==> src/rtl/rtc_pkg.sv <==
// Shared types and constants for the RTC burst write sequencer.
package rtc_pkg;

  typedef enum logic [1:0] {ST_IDLE, ST_WRITE, ST_XFER, ST_DONE} state_e;

  localparam logic [7:0] RTC_XFER_CMD = 8'hF0;

  // Width able to hold every length from 0 to max_burst inclusive.
  function automatic int len_w(input int max_burst);
    return $clog2(max_burst + 1);
  endfunction

endpackage

==> src/rtl/rtc_wdog.sv <==
// Fin watchdog: counts cycles while clr_i is low and pulses expire_o on the
// TIMEOUT_CYC-th consecutive uncleared cycle.
module rtc_wdog #(
  parameter int TIMEOUT_CYC = 1023
) (
  input  logic clk_i,
  input  logic rst_i,
  input  logic clr_i,
  output logic expire_o
);

  localparam int CNT_W = $clog2(TIMEOUT_CYC + 1);

  logic [CNT_W-1:0] cnt_q, cnt_d;

  always_comb begin
    expire_o = !clr_i && (cnt_q == CNT_W'(TIMEOUT_CYC - 1));
    cnt_d    = (clr_i || expire_o) ? '0 : cnt_q + CNT_W'(1);
  end

  always_ff @(posedge clk_i or posedge rst_i) begin
    if (rst_i) cnt_q <= '0;
    else       cnt_q <= cnt_d;
  end

endmodule

==> src/rtl/rtc_burst_write.sv <==
// RTC register burst writer: captures up to MAX_BURST words, writes them to consecutive
// addresses, then issues the clock-transfer command. RTC_TIMEOUT_EN adds the fin watchdog.
module rtc_burst_write
  import rtc_pkg::*;
#(
  parameter int         DATA_W    = 8,
  parameter int         ADDR_W    = 8,
  parameter int         MAX_BURST = 4,
  parameter logic [7:0] XFER_CMD  = RTC_XFER_CMD
`ifdef RTC_TIMEOUT_EN
  ,
  parameter int         TIMEOUT_CYC = 1023
`endif
) (
  input  logic                        clk_i,
  input  logic                        reset_i,
  input  logic                        iniciar_i,
  input  logic [ADDR_W-1:0]           dir_i,
  input  logic [len_w(MAX_BURST)-1:0] len_i,
  input  logic [MAX_BURST*DATA_W-1:0] dato_i,
  input  logic                        fin_i,
  output logic [DATA_W-1:0]           data_out_o,
  output logic [ADDR_W-1:0]           dir_out_o,
  output logic                        escribe_o,
  output logic                        activa_o,
  output logic                        final_o,
  output logic                        error_o
);

  localparam int LEN_W = len_w(MAX_BURST);

  state_e                      state_q, state_d;
  logic [LEN_W-1:0]            idx_q, idx_d, len_q, len_d, len_clamped;
  logic [ADDR_W-1:0]           dir_q, dir_d;
  logic [MAX_BURST*DATA_W-1:0] dato_q, dato_d;
  logic                        accept, busy, expire;
  logic [DATA_W-1:0]           data_out_d;
  logic [ADDR_W-1:0]           dir_out_d;
  logic                        escribe_d, activa_d, final_d, error_d;

  assign accept      = (state_q == ST_IDLE) && iniciar_i;
  assign busy        = (state_q == ST_WRITE) || (state_q == ST_XFER);
  assign len_clamped = (int'(len_i) > MAX_BURST) ? LEN_W'(MAX_BURST) : len_i;

  // Outputs are computed from the state being entered, so they must see fresh captures.
  assign dir_d  = accept ? dir_i       : dir_q;
  assign len_d  = accept ? len_clamped : len_q;
  assign dato_d = accept ? dato_i      : dato_q;

`ifdef RTC_TIMEOUT_EN
  rtc_wdog #(.TIMEOUT_CYC(TIMEOUT_CYC)) u_wdog (
    .clk_i    (clk_i),
    .rst_i    (reset_i),
    .clr_i    (!busy || fin_i),
    .expire_o (expire)
  );
`else
  assign expire = 1'b0;
`endif

  always_ff @(posedge clk_i or posedge reset_i) begin
    if (reset_i) begin
      state_q    <= ST_IDLE;
      idx_q      <= '0;
      len_q      <= '0;
      dir_q      <= '0;
      dato_q     <= '0;
      data_out_o <= '0;
      dir_out_o  <= '0;
      escribe_o  <= 1'b0;
      activa_o   <= 1'b0;
      final_o    <= 1'b0;
      error_o    <= 1'b0;
    end else begin
      state_q    <= state_d;
      idx_q      <= idx_d;
      len_q      <= len_d;
      dir_q      <= dir_d;
      dato_q     <= dato_d;
      data_out_o <= data_out_d;
      dir_out_o  <= dir_out_d;
      escribe_o  <= escribe_d;
      activa_o   <= activa_d;
      final_o    <= final_d;
      error_o    <= error_d;
    end
  end

  always_comb begin
    state_d = state_q;
    idx_d   = idx_q;
    case (state_q)
      ST_IDLE: begin
        if (accept) begin
          idx_d   = '0;
          state_d = (len_clamped == '0) ? ST_XFER : ST_WRITE;
        end
      end
      ST_WRITE: begin
        if (fin_i) begin
          if (idx_q == len_q - LEN_W'(1)) state_d = ST_XFER;
          else                            idx_d   = idx_q + LEN_W'(1);
        end else if (expire) begin
          state_d = ST_DONE;
        end
      end
      ST_XFER: begin
        if (fin_i || expire) state_d = ST_DONE;
      end
      default: state_d = ST_IDLE;
    endcase
  end

  always_comb begin
    data_out_d = '0;
    dir_out_d  = '0;
    escribe_d  = 1'b0;
    activa_d   = 1'b0;
    final_d    = 1'b0;
    error_d    = expire;
    case (state_d)
      ST_WRITE: begin
        escribe_d  = 1'b1;
        activa_d   = 1'b1;
        dir_out_d  = dir_d + ADDR_W'(idx_d);
        data_out_d = dato_d[DATA_W*int'(idx_d) +: DATA_W];
      end
      ST_XFER: begin
        escribe_d  = 1'b1;
        activa_d   = 1'b1;
        dir_out_d  = ADDR_W'(XFER_CMD);
        data_out_d = DATA_W'(XFER_CMD);
      end
      ST_DONE: final_d = 1'b1;
      default: ;
    endcase
  end

endmodule

==> config.mk <==
export PLATFORM = sky130hd
export DESIGN_NAME = rtc_burst_write
export DESIGN_NICKNAME = d
export VERILOG_FILES = /design/src/rtl/rtc_pkg.sv /design/src/rtl/rtc_wdog.sv /design/src/rtl/rtc_burst_write.sv
export SDC_FILE = /design/constraint.sdc
export NUM_CORES = 1
export LEC_CHECK = 0
export ABC_AREA = 1
export BUFFER_PORTS_ARGS = -buffer_cell sky130_fd_sc_hd__buf_2
export CAP_MARGIN = 20
export CORE_MARGIN = 2
export CORE_UTILIZATION = 40
export DETAILED_ROUTE_END_ITERATION = 10
export SYNTH_ARGS = -nofsm -noshare
export SYNTH_HDL_FRONTEND = slang
export SYNTH_HIERARCHICAL = 1
export SYNTH_SLANG_ARGS = --single-unit
==> constraint.sdc <==
create_clock -name clk_i -period 3.2 [get_ports clk_i]
set_input_delay 0.32 -clock clk_i [delete_from_list [all_inputs] [get_ports clk_i]]
set_output_delay 0.32 -clock clk_i [all_outputs]
set_load 0.05 [all_outputs]
==> summary by stage, run 1 <==
Timing
The count of pins over their slew limit is 0. In this run the tightest slew margin relative to its limit is 0.543. The maximum clock skew at final layout is 0.00775 ns.

The maximum frequency from static timing analysis is 351 MHz. The number of hold-slack violations in the final timing report is 0. The measured slew at the worst slew-check pin is 0.685 ns. The final setup violation count is 0.

Setup repair after global routing left no endpoint under its margin. The final critical path time including I/O delays and setup is 2.85 ns. The final-layout setup total negative slack is 0 ns.

The ratio of final minimum period to clock period is 0.891. Setup slack on the critical path of the routed design comes to 0.350 ns.

Yosys
The per-instance average area after synthesis is 8.47 µm². The area share of the largest cell type after synthesis is 0.508. Ranked by total cell area, the synthesized netlist is headed by sky130_fd_sc_hd__dfrtp_1, sky130_fd_sc_hd__nand2_1, sky130_fd_sc_hd__nand3_1. The most used flip-flop cell after synthesis is sky130_fd_sc_hd__dfrtp_1. The count of cell types in the netlist is 34. The cell count after synthesis came out at 384.

The number of warnings issued by yosys is 6. The post-synth net total is 440. The netlist area before placement is 3250 µm². sky130_fd_sc_hd__dfrtp_1 takes more of the synthesized area than any other cell. The share of the Yosys chip area taken by registers is 0.508.

The number of register bits inferred by synthesis is 66. The count of flip-flops with a built-in enable after synthesis is 0. In the synthesized netlist the async set-or-reset flop fraction comes to 1.00.

Global routing
The via count of the first global-routing pass came to 2565. Summed over all layers, the global routing overflow is 0. The number of antenna violations at the first check in global routing was 0. The first global-routing pass estimated 12300 µm of wire. The pin count of the biggest net entering global routing is 33. The overall global routing resource usage is 0.182.

Final layout
The number of antenna diodes in the final layout is 0. The most common cell after layout, fill and taps aside is sky130_fd_sc_hd__nand2_1. Leaving out fill and tap cells, the most frequent cells in the layout are sky130_fd_sc_hd__nand2_1, sky130_fd_sc_hd__dfrtp_1, sky130_fd_sc_hd__buf_2.

The number of nets at the end of the flow is about 510. The synthesis-to-layout area growth is 18.6%. The multi-input gate area in the final layout is 1360 µm². The layout filler cell count is ~800. The post-layout instance count excluding filler cells is 560. The flip-flop and latch area is 1650 µm².

The fraction of final layout cells sized beyond drive strength 1 is 0.277.

Place
The congestion estimate from routability-driven global placement came to 0.767. The worst setup timing slack at the placement stage is 0.297 ns. Detailed placement finished with a half-perimeter wire length of approximately 5300 µm. The number of input and output port buffers inserted is 65.

Counting tap cells, the placed design contains a total of 542 instances.

Pwr
The total leakage power is 2.07 nW. Of the total power, combinational logic draws 0.567. The internal power is 2.32 mW. For this design the ratio of total power to cell area is 1160 nW/µm². The net switching fraction of the power is 0.484. The worst supply voltage drop on vdd is roughly 0.00042 V. The analysis attributes to net switching a power of ~2.2 mW. The share of total power dissipated in sequential elements is 0.296. The share of total power dissipated in the clock network is 0.137.

Clock network
The clock latency at the later pin of the worst-skew pair is 0.34 ns. The clock buffer count from CTS is 9. Clock-pin slew was measured on the worst setup and hold paths at 0.07 ns. The tree is rooted in a sky130_fd_sc_hd__clkbuf_8. The number of H-tree levels is 3. The clock passes through at most 2 buffers. The clock sink count is 66. For this design, the CTS-stage hold fixing added 0 buffers. TritonCTS built the clock tree.

Route
The number of design rule violations left after detail routing is 0. The number of DRC markers in iteration 0 is 150. The count of nets left with antenna violations once routing finished came out at 0. The count of TritonRoute iterations in the first routing pass is 5. After detailed routing, the average wire length per cell comes to around 13 µm. The routed wire length is 7300 µm. The final route contains roughly 2600 vias. After detailed routing, the number of vias per cell comes to 4.67.

Floorplan
The die is 94.2 µm tall. For this configuration, the core starts out at a cell density of 0.417. The area of the core is ~7800 µm².

Row generation in the floorplan step produced 32 rows. The die outline area is 8870 µm². The I/O pin total is 67. The die is 94.2 µm wide.

Worst setup path
For the worst setup path, the data arrival time is 3.13 ns. The sort of element at the end of the critical path is a flop. The highest cell delay on the worst timing path is ~0.39 ns.

On the critical path, the stage with the largest delay is an instance of sky130_fd_sc_hd__fa_1. The setup path with the least slack is of type reg2reg. Walking the worst path, the cells encountered are inv_1 -> ha_1 -> inv_1 -> nand2_1 -> nand2_1 -> nor2_4 -> nand2_4 -> nand3_4 -> nand2_8 -> nand2_8 -> inv_1 -> ha_1 -> inv_1 -> fa_1 -> nor2_1 -> o21ai_1 -> nor2_1 -> nand2_1 -> a21oi_1 -> o21ai_1 -> nand2_1. The startpoint type of the worst setup path is a flop. The biggest fanout along the worst timing path is 17.

Data on the critical path is required at its endpoint by roughly 3.5 ns.

Min path
The class of the most critical hold timing path is in2async.

Status
The flow ran to the end, and the final reports show no timing, DRC or antenna violations.

Run
The tool flagged a number of max-cap violations equal to 0.
## cell usage after synthesis (2+ instances only)
master and n:
sky130_fd_sc_hd__a21oi_1 9, sky130_fd_sc_hd__buf_2 5, sky130_fd_sc_hd__buf_4 2, sky130_fd_sc_hd__buf_6 2, sky130_fd_sc_hd__clkbuf_1 3, sky130_fd_sc_hd__dfrtp_1 66, sky130_fd_sc_hd__ha_1 8, sky130_fd_sc_hd__inv_1 43
sky130_fd_sc_hd__inv_2 3, sky130_fd_sc_hd__nand2_1 116, sky130_fd_sc_hd__nand2_2 5, sky130_fd_sc_hd__nand2_4 4, sky130_fd_sc_hd__nand3_1 38, sky130_fd_sc_hd__nand4_1 3, sky130_fd_sc_hd__nor2_1 14, sky130_fd_sc_hd__nor2_4 3
sky130_fd_sc_hd__nor3_1 2, sky130_fd_sc_hd__o21ai_0 20, sky130_fd_sc_hd__o21ai_1 6, sky130_fd_sc_hd__or2_2 18
## layer usage
metal	track usage	up-vias	wire length [µm]
li1	-	1343	-
met1	0.263	1199	3560
met2	0.265	59	3300
met3	0.0361	13	306
met4	0.0785	0	139
met5	0	-	0
## layout make-up
class	count	area share
Clock buffer	11	0.0367
Clock inverter	5	0.00778
Inverter	47	0.0464
Multi-Input combinational cell	258	0.352
Sequential cell	66	0.428
Tap cell	102	0.0331
Timing Repair Buffer	71	0.0960
## power groups by stage
| stage | Clock, mW | Sequential, mW | Combinational (mW) |
|---|---|---|---|
| 2_1_floorplan | 0 | 1.55 | 1.78 |
| 3_3_place_gp | 0 | 1.33 | 2.46 |
| 3_5_place_dp | 0 | 1.34 | 2.50 |
| 4_1_cts | 0.634 | 1.33 | 2.52 |
| 5_1_grt | 0.674 | 1.36 | 2.90 |
| 6_report | 0.614 | 1.33 | 2.55 |
## critical path: cells and delay by family, from the launching register on
kind                     cells  cell delay (ns)
adder cells (fa/ha/maj)      3             0.87
buffers and inverters        4             0.26
AND/OR/NAND/NOR             11             1.05
flip-flops                   1             0.34
AO/OA/AOI/OAI                3             0.28
## through the flow
step	cell area (µm²)	hold WS (ns)	util	power [mW]
after floorplan	3250	0.441	-	3.33
after global placement	3650	0.463	0.468	3.80
after detailed placement	3650	0.461	0.468	3.84
after CTS	3820	0.0845	0.490	4.48
after global routing	3860	0.127	0.494	4.93
final	3860	0.0790	0.494	4.49
## what timing repair did
item	4_1_cts	5_1_grt
resized for setup	0	2
setup buffers	0	2
endpoints found under the setup margin	0	1
## state kept, by name, indices dropped and copies added (netlist names)
register / cells
state_q: 2
activa_o: 1
len_q: 3
final_o: 1
data_out_o: 8
dir_out_o: 8
dir_q: 8
idx_q: 3
dato_q: 32
## final timing paths
kind / start / end / slack (ns) / cells past startpoint
max in group asynchronous: reset_i / dato_q[1] / 2.31 / 3
hold reg to reg: dato_q[23] / dato_q[23] / 0.49 / 2
hold / removal: reset_i / dir_q[7] / 0.08 / 2
setup reg to reg: len_q[0] / dir_out_o[6] / 0.35 / 21
min in group clk_i: len_i[1] / len_q[1] / 0.22 / 3
setup / recovery: len_q[0] / dir_out_o[6] / 0.35 / 21
## logic make-up (layout without fill, tap and decap cells)
kind of cell,after synthesis,count (layout),synth area share
fa+ha+maj,9,9,0.0369
buf+inv,60,134,0.0800
other cells,1,1,0.00115
simple gates,209,209,0.309
flops,66,66,0.508
compound gates,39,39,0.0654
(Power assumes the default switching activity.)
==> run 2: changes to the inputs <==
--- a/config.mk
+++ b/config.mk
@@ -5,12 +5,12 @@
 export SDC_FILE = /design/constraint.sdc
 export NUM_CORES = 1
 export LEC_CHECK = 0
-export ABC_AREA = 1
 export BUFFER_PORTS_ARGS = -buffer_cell sky130_fd_sc_hd__buf_2
 export CAP_MARGIN = 20
 export CORE_MARGIN = 2
 export CORE_UTILIZATION = 40
 export DETAILED_ROUTE_END_ITERATION = 10
+export REMOVE_ABC_BUFFERS = 1
 export SYNTH_ARGS = -nofsm -noshare
 export SYNTH_HDL_FRONTEND = slang
 export SYNTH_HIERARCHICAL = 1
==> summary by stage, run 2 <==
Status
The flow ran to the end, and the final reports show no timing, DRC or antenna violations.

Final layout
The multi-input gate area in the final layout is 1270 µm². The top cell types in the final layout, fill and taps aside, are sky130_fd_sc_hd__nand2_1, sky130_fd_sc_hd__dfrtp_1, sky130_fd_sc_hd__buf_2. The fraction of final layout cells sized beyond drive strength 1 is 0.272. The flip-flop and latch area is 1650 µm². The synthesis-to-layout area growth is 22.1%. The layout filler cell count is 691. The number of nets at the end of the flow is 430.

The number of flip-flops under the largest register name is 32. The most common cell after layout, fill and taps aside is sky130_fd_sc_hd__nand2_1. The register name with the most flops is dato_q. The number of antenna cells inserted is 0.

Timing
Hold is met by 0.0656 ns. The ratio of final minimum period to clock period is 0.931. The final critical path time including I/O delays and setup is 2.98 ns. The maximum frequency from static timing analysis is between 300 and 400 MHz. The count of pins over their slew limit is 0. Setup repair after global routing could not meet its margin everywhere. The maximum clock skew at final layout is 0.00917 ns. Setup violations remaining at the end of the flow were counted as 0.

For the pin with the worst max-slew slack, the measured transition is around 0.65 ns. In this run the tightest slew margin relative to its limit is 0.567. The number of hold-slack violations in the final timing report is 0.

Worst setup path
The type of the worst setup path is reg2reg. Together, buffers and inverters on the worst path number 3. The sort of element at the end of the critical path is a flop. The critical path required time is ~3.5 ns. On the critical path, the stage with the largest delay is an instance of sky130_fd_sc_hd__or2b_2.

The path depth of the worst reg2reg path is 12. In this design, the critical path's most frequently occurring cell is sky130_fd_sc_hd__inv_1. The worst setup path is launched from a flop. The critical path arrival is 3.23 ns.

Traced cell by cell, the critical path runs through inv_1 -> ha_1 -> xnor3_1 -> and3_2 -> a311oi_1 -> a21o_1 -> inv_1 -> ha_1 -> inv_1 -> o2111ai_1 -> or2b_2 -> o221ai_2. Counting buffers and inverters, the worst setup path is 12 cells deep. The category of cells accounting for the largest share of critical-path delay is compound AO/OA/AOI/OAI gates. In this design, the stage delay of the slowest critical-path cell is 0.42 ns. The biggest fanout along the worst timing path is 8.

Floorplan
The die extent in y is 91.3 µm. The die covers 8340 µm². The placement row count is 31. The area of the core is 7330 µm².

The initial utilization of the core area, before any placement, comes to 0.416. The floorplan step set the die width to 91.3 µm. Pin placement for this block handled 67 I/O pins.

Route
The number of DRC markers in iteration 0 is between 50 and 60. The final route contains 2268 vias. Summed over all layers, the routed wires come to 6240 µm. The via count normalized by instance count is 4.74.

The first TritonRoute pass finished after 4 iterations. The count of nets left with antenna violations once routing finished came out at 0. The routed wirelength normalized by instance count is ~13 µm.

The number of design rule violations left after detail routing is 0.

Yosys
Sorting the synthesized cells by how often they occur yields sky130_fd_sc_hd__nand2_1, sky130_fd_sc_hd__dfrtp_1, sky130_fd_sc_hd__mux2i_1. For this run, the leading register cell type out of synthesis is sky130_fd_sc_hd__dfrtp_1. Of the post-synthesis cell area, the dominant cell type holds 0.541. By area the synthesized netlist is led by sky130_fd_sc_hd__dfrtp_1, sky130_fd_sc_hd__nand2_1, sky130_fd_sc_hd__mux2i_1.

The Yosys step of the flow raised 6 warnings. The cell taking the most area after synthesis is sky130_fd_sc_hd__dfrtp_1. The cell count after synthesis is 307. The per-instance average area after synthesis is just under 10 µm². Counting distinct cell types in the post-synthesis netlist gives 43. The share of flip-flops with an asynchronous set or reset after synthesis is 1.00. The number of register bits inferred by synthesis is 66.

For this run, the register share of the synthesized area comes to 0.541. The netlist area before placement is 3050 µm². The leading cell type by number of instances after synthesis is sky130_fd_sc_hd__nand2_1.

The count of flip-flops with a built-in enable after synthesis is 0.

Clock network
TritonCTS built the clock tree. Clock-pin slew was measured on the worst setup and hold paths at 0.07 ns. The clock sink count is 66. Counting along the longest clock path gives a buffer depth of 2. The clock buffer count from CTS is 9.

The post-CTS setup repair buffer count is 0. The number of H-tree levels is 3. CTS placed an instance of sky130_fd_sc_hd__clkbuf_8 at the clock tree root.

The clock latency at the later pin of the worst-skew pair is 0.34 ns. The hold buffer count at CTS is 0.

Global routing
The total global routing overflow is 0. The first global-routing pass estimated approximately 10000 µm of wire. The number of antenna violations at the first check in global routing is 0.

The overall global routing resource usage is 0.159. Entering global routing, the biggest net connects 36 pins. The via count of the first global-routing pass is 2252.

Min path
In this run the worst hold path is classified as in2async.

Pwr
VDD sags by at most around 0.00075 V. The total leakage power is 1.99 nW. Overall power consumption after layout is estimated at 4.24 mW.

The cell area power density is 1140 nW/µm².

Place
The half-perimeter wire length after placement is 4400 µm. At the end of routability-driven placement, the weighted congestion stood at approximately 0.8. The number of input and output port buffers inserted is 65.

Run
The number of violations of the max-capacitance limit is 0.
## run 2: worst reg2reg max path, stage by stage (launching register included)
cell and delay [ns]:
sky130_fd_sc_hd__dfrtp_1 0.39, sky130_fd_sc_hd__inv_1 0.08, sky130_fd_sc_hd__ha_1 0.22, sky130_fd_sc_hd__xnor3_1 0.28, sky130_fd_sc_hd__and3_2 0.25, sky130_fd_sc_hd__a311oi_1 0.28
sky130_fd_sc_hd__a21o_1 0.13, sky130_fd_sc_hd__inv_1 0.07, sky130_fd_sc_hd__ha_1 0.27, sky130_fd_sc_hd__inv_1 0.14, sky130_fd_sc_hd__o2111ai_1 0.15, sky130_fd_sc_hd__or2b_2 0.42
sky130_fd_sc_hd__o221ai_2 0.21
## run 2: per-stage QoR
step	cells	cell area, µm²	setup slack [ns]	TNS [ns]	utilization
6_report	478	3730	0.222	0	0.508
5_1_grt	478	3730	-0.00512	-0.00879	0.508
4_1_cts	478	3720	0.175	0	0.507
3_5_place_dp	462	3480	0.205	0	0.474
3_3_place_gp	462	3480	0.265	0	0.474
2_1_floorplan	291	2970	-1.70	-27.62	-
## run 2: power by group
part	switching [mW]	total (mW)	internal, mW
clock	0.332	0.850	0.517
combinational	1.30	2.06	0.756
sequential	0.133	1.33	1.19
## run 2: final timing paths
path | startpoint | slack, ns | to
min in group clk_i | dato_i[17] | 0.19 | dato_q[17]
max in group asynchronous | reset_i | 2.26 | dato_q[4]
hold / removal | reset_i | 0.07 | dir_out_o[5]
hold reg to reg | dato_q[17] | 0.47 | dato_q[17]
setup / recovery | len_q[0] | 0.22 | data_out_o[4]
setup reg to reg | len_q[0] | 0.22 | data_out_o[4]
## run 2: layout make-up
class                      instances  area share
sequential                        66       0.443
multi-input combinational        209       0.342
timing repair buffer              72       0.101
clock buffer                       9      0.0332
tap                               99      0.0332
clock inverter                     7      0.0312
inverter                          16      0.0161
## run 2: logic make-up after synthesis
| kind of cell | count (synthesis) | share of synthesized area |
|---|---|---|
| fa+ha+maj | 9 | 0.0394 |
| buf+inv | 32 | 0.0455 |
| compound gates | 30 | 0.0738 |
| xor+xnor | 10 | 0.0332 |
| mux | 23 | 0.0759 |
| flops | 66 | 0.541 |
| simple gates | 136 | 0.190 |
| other cells | 1 | 0.00123 |
## run 2: per-layer routing
| layer | wire, µm | GRT usage |
|---|---|---|
| met5 | 0 | 0 |
| met4 | 83 | 0.0606 |
| met3 | 304 | 0.0357 |
| met2 | 2820 | 0.243 |
| met1 | 3030 | 0.222 |
## run 2: repair_timing
action | CTS | global route
endpoints found under the setup margin | 0 | 7
gates resized for setup | 0 | 2
hold endpoints to repair | 0 | 0
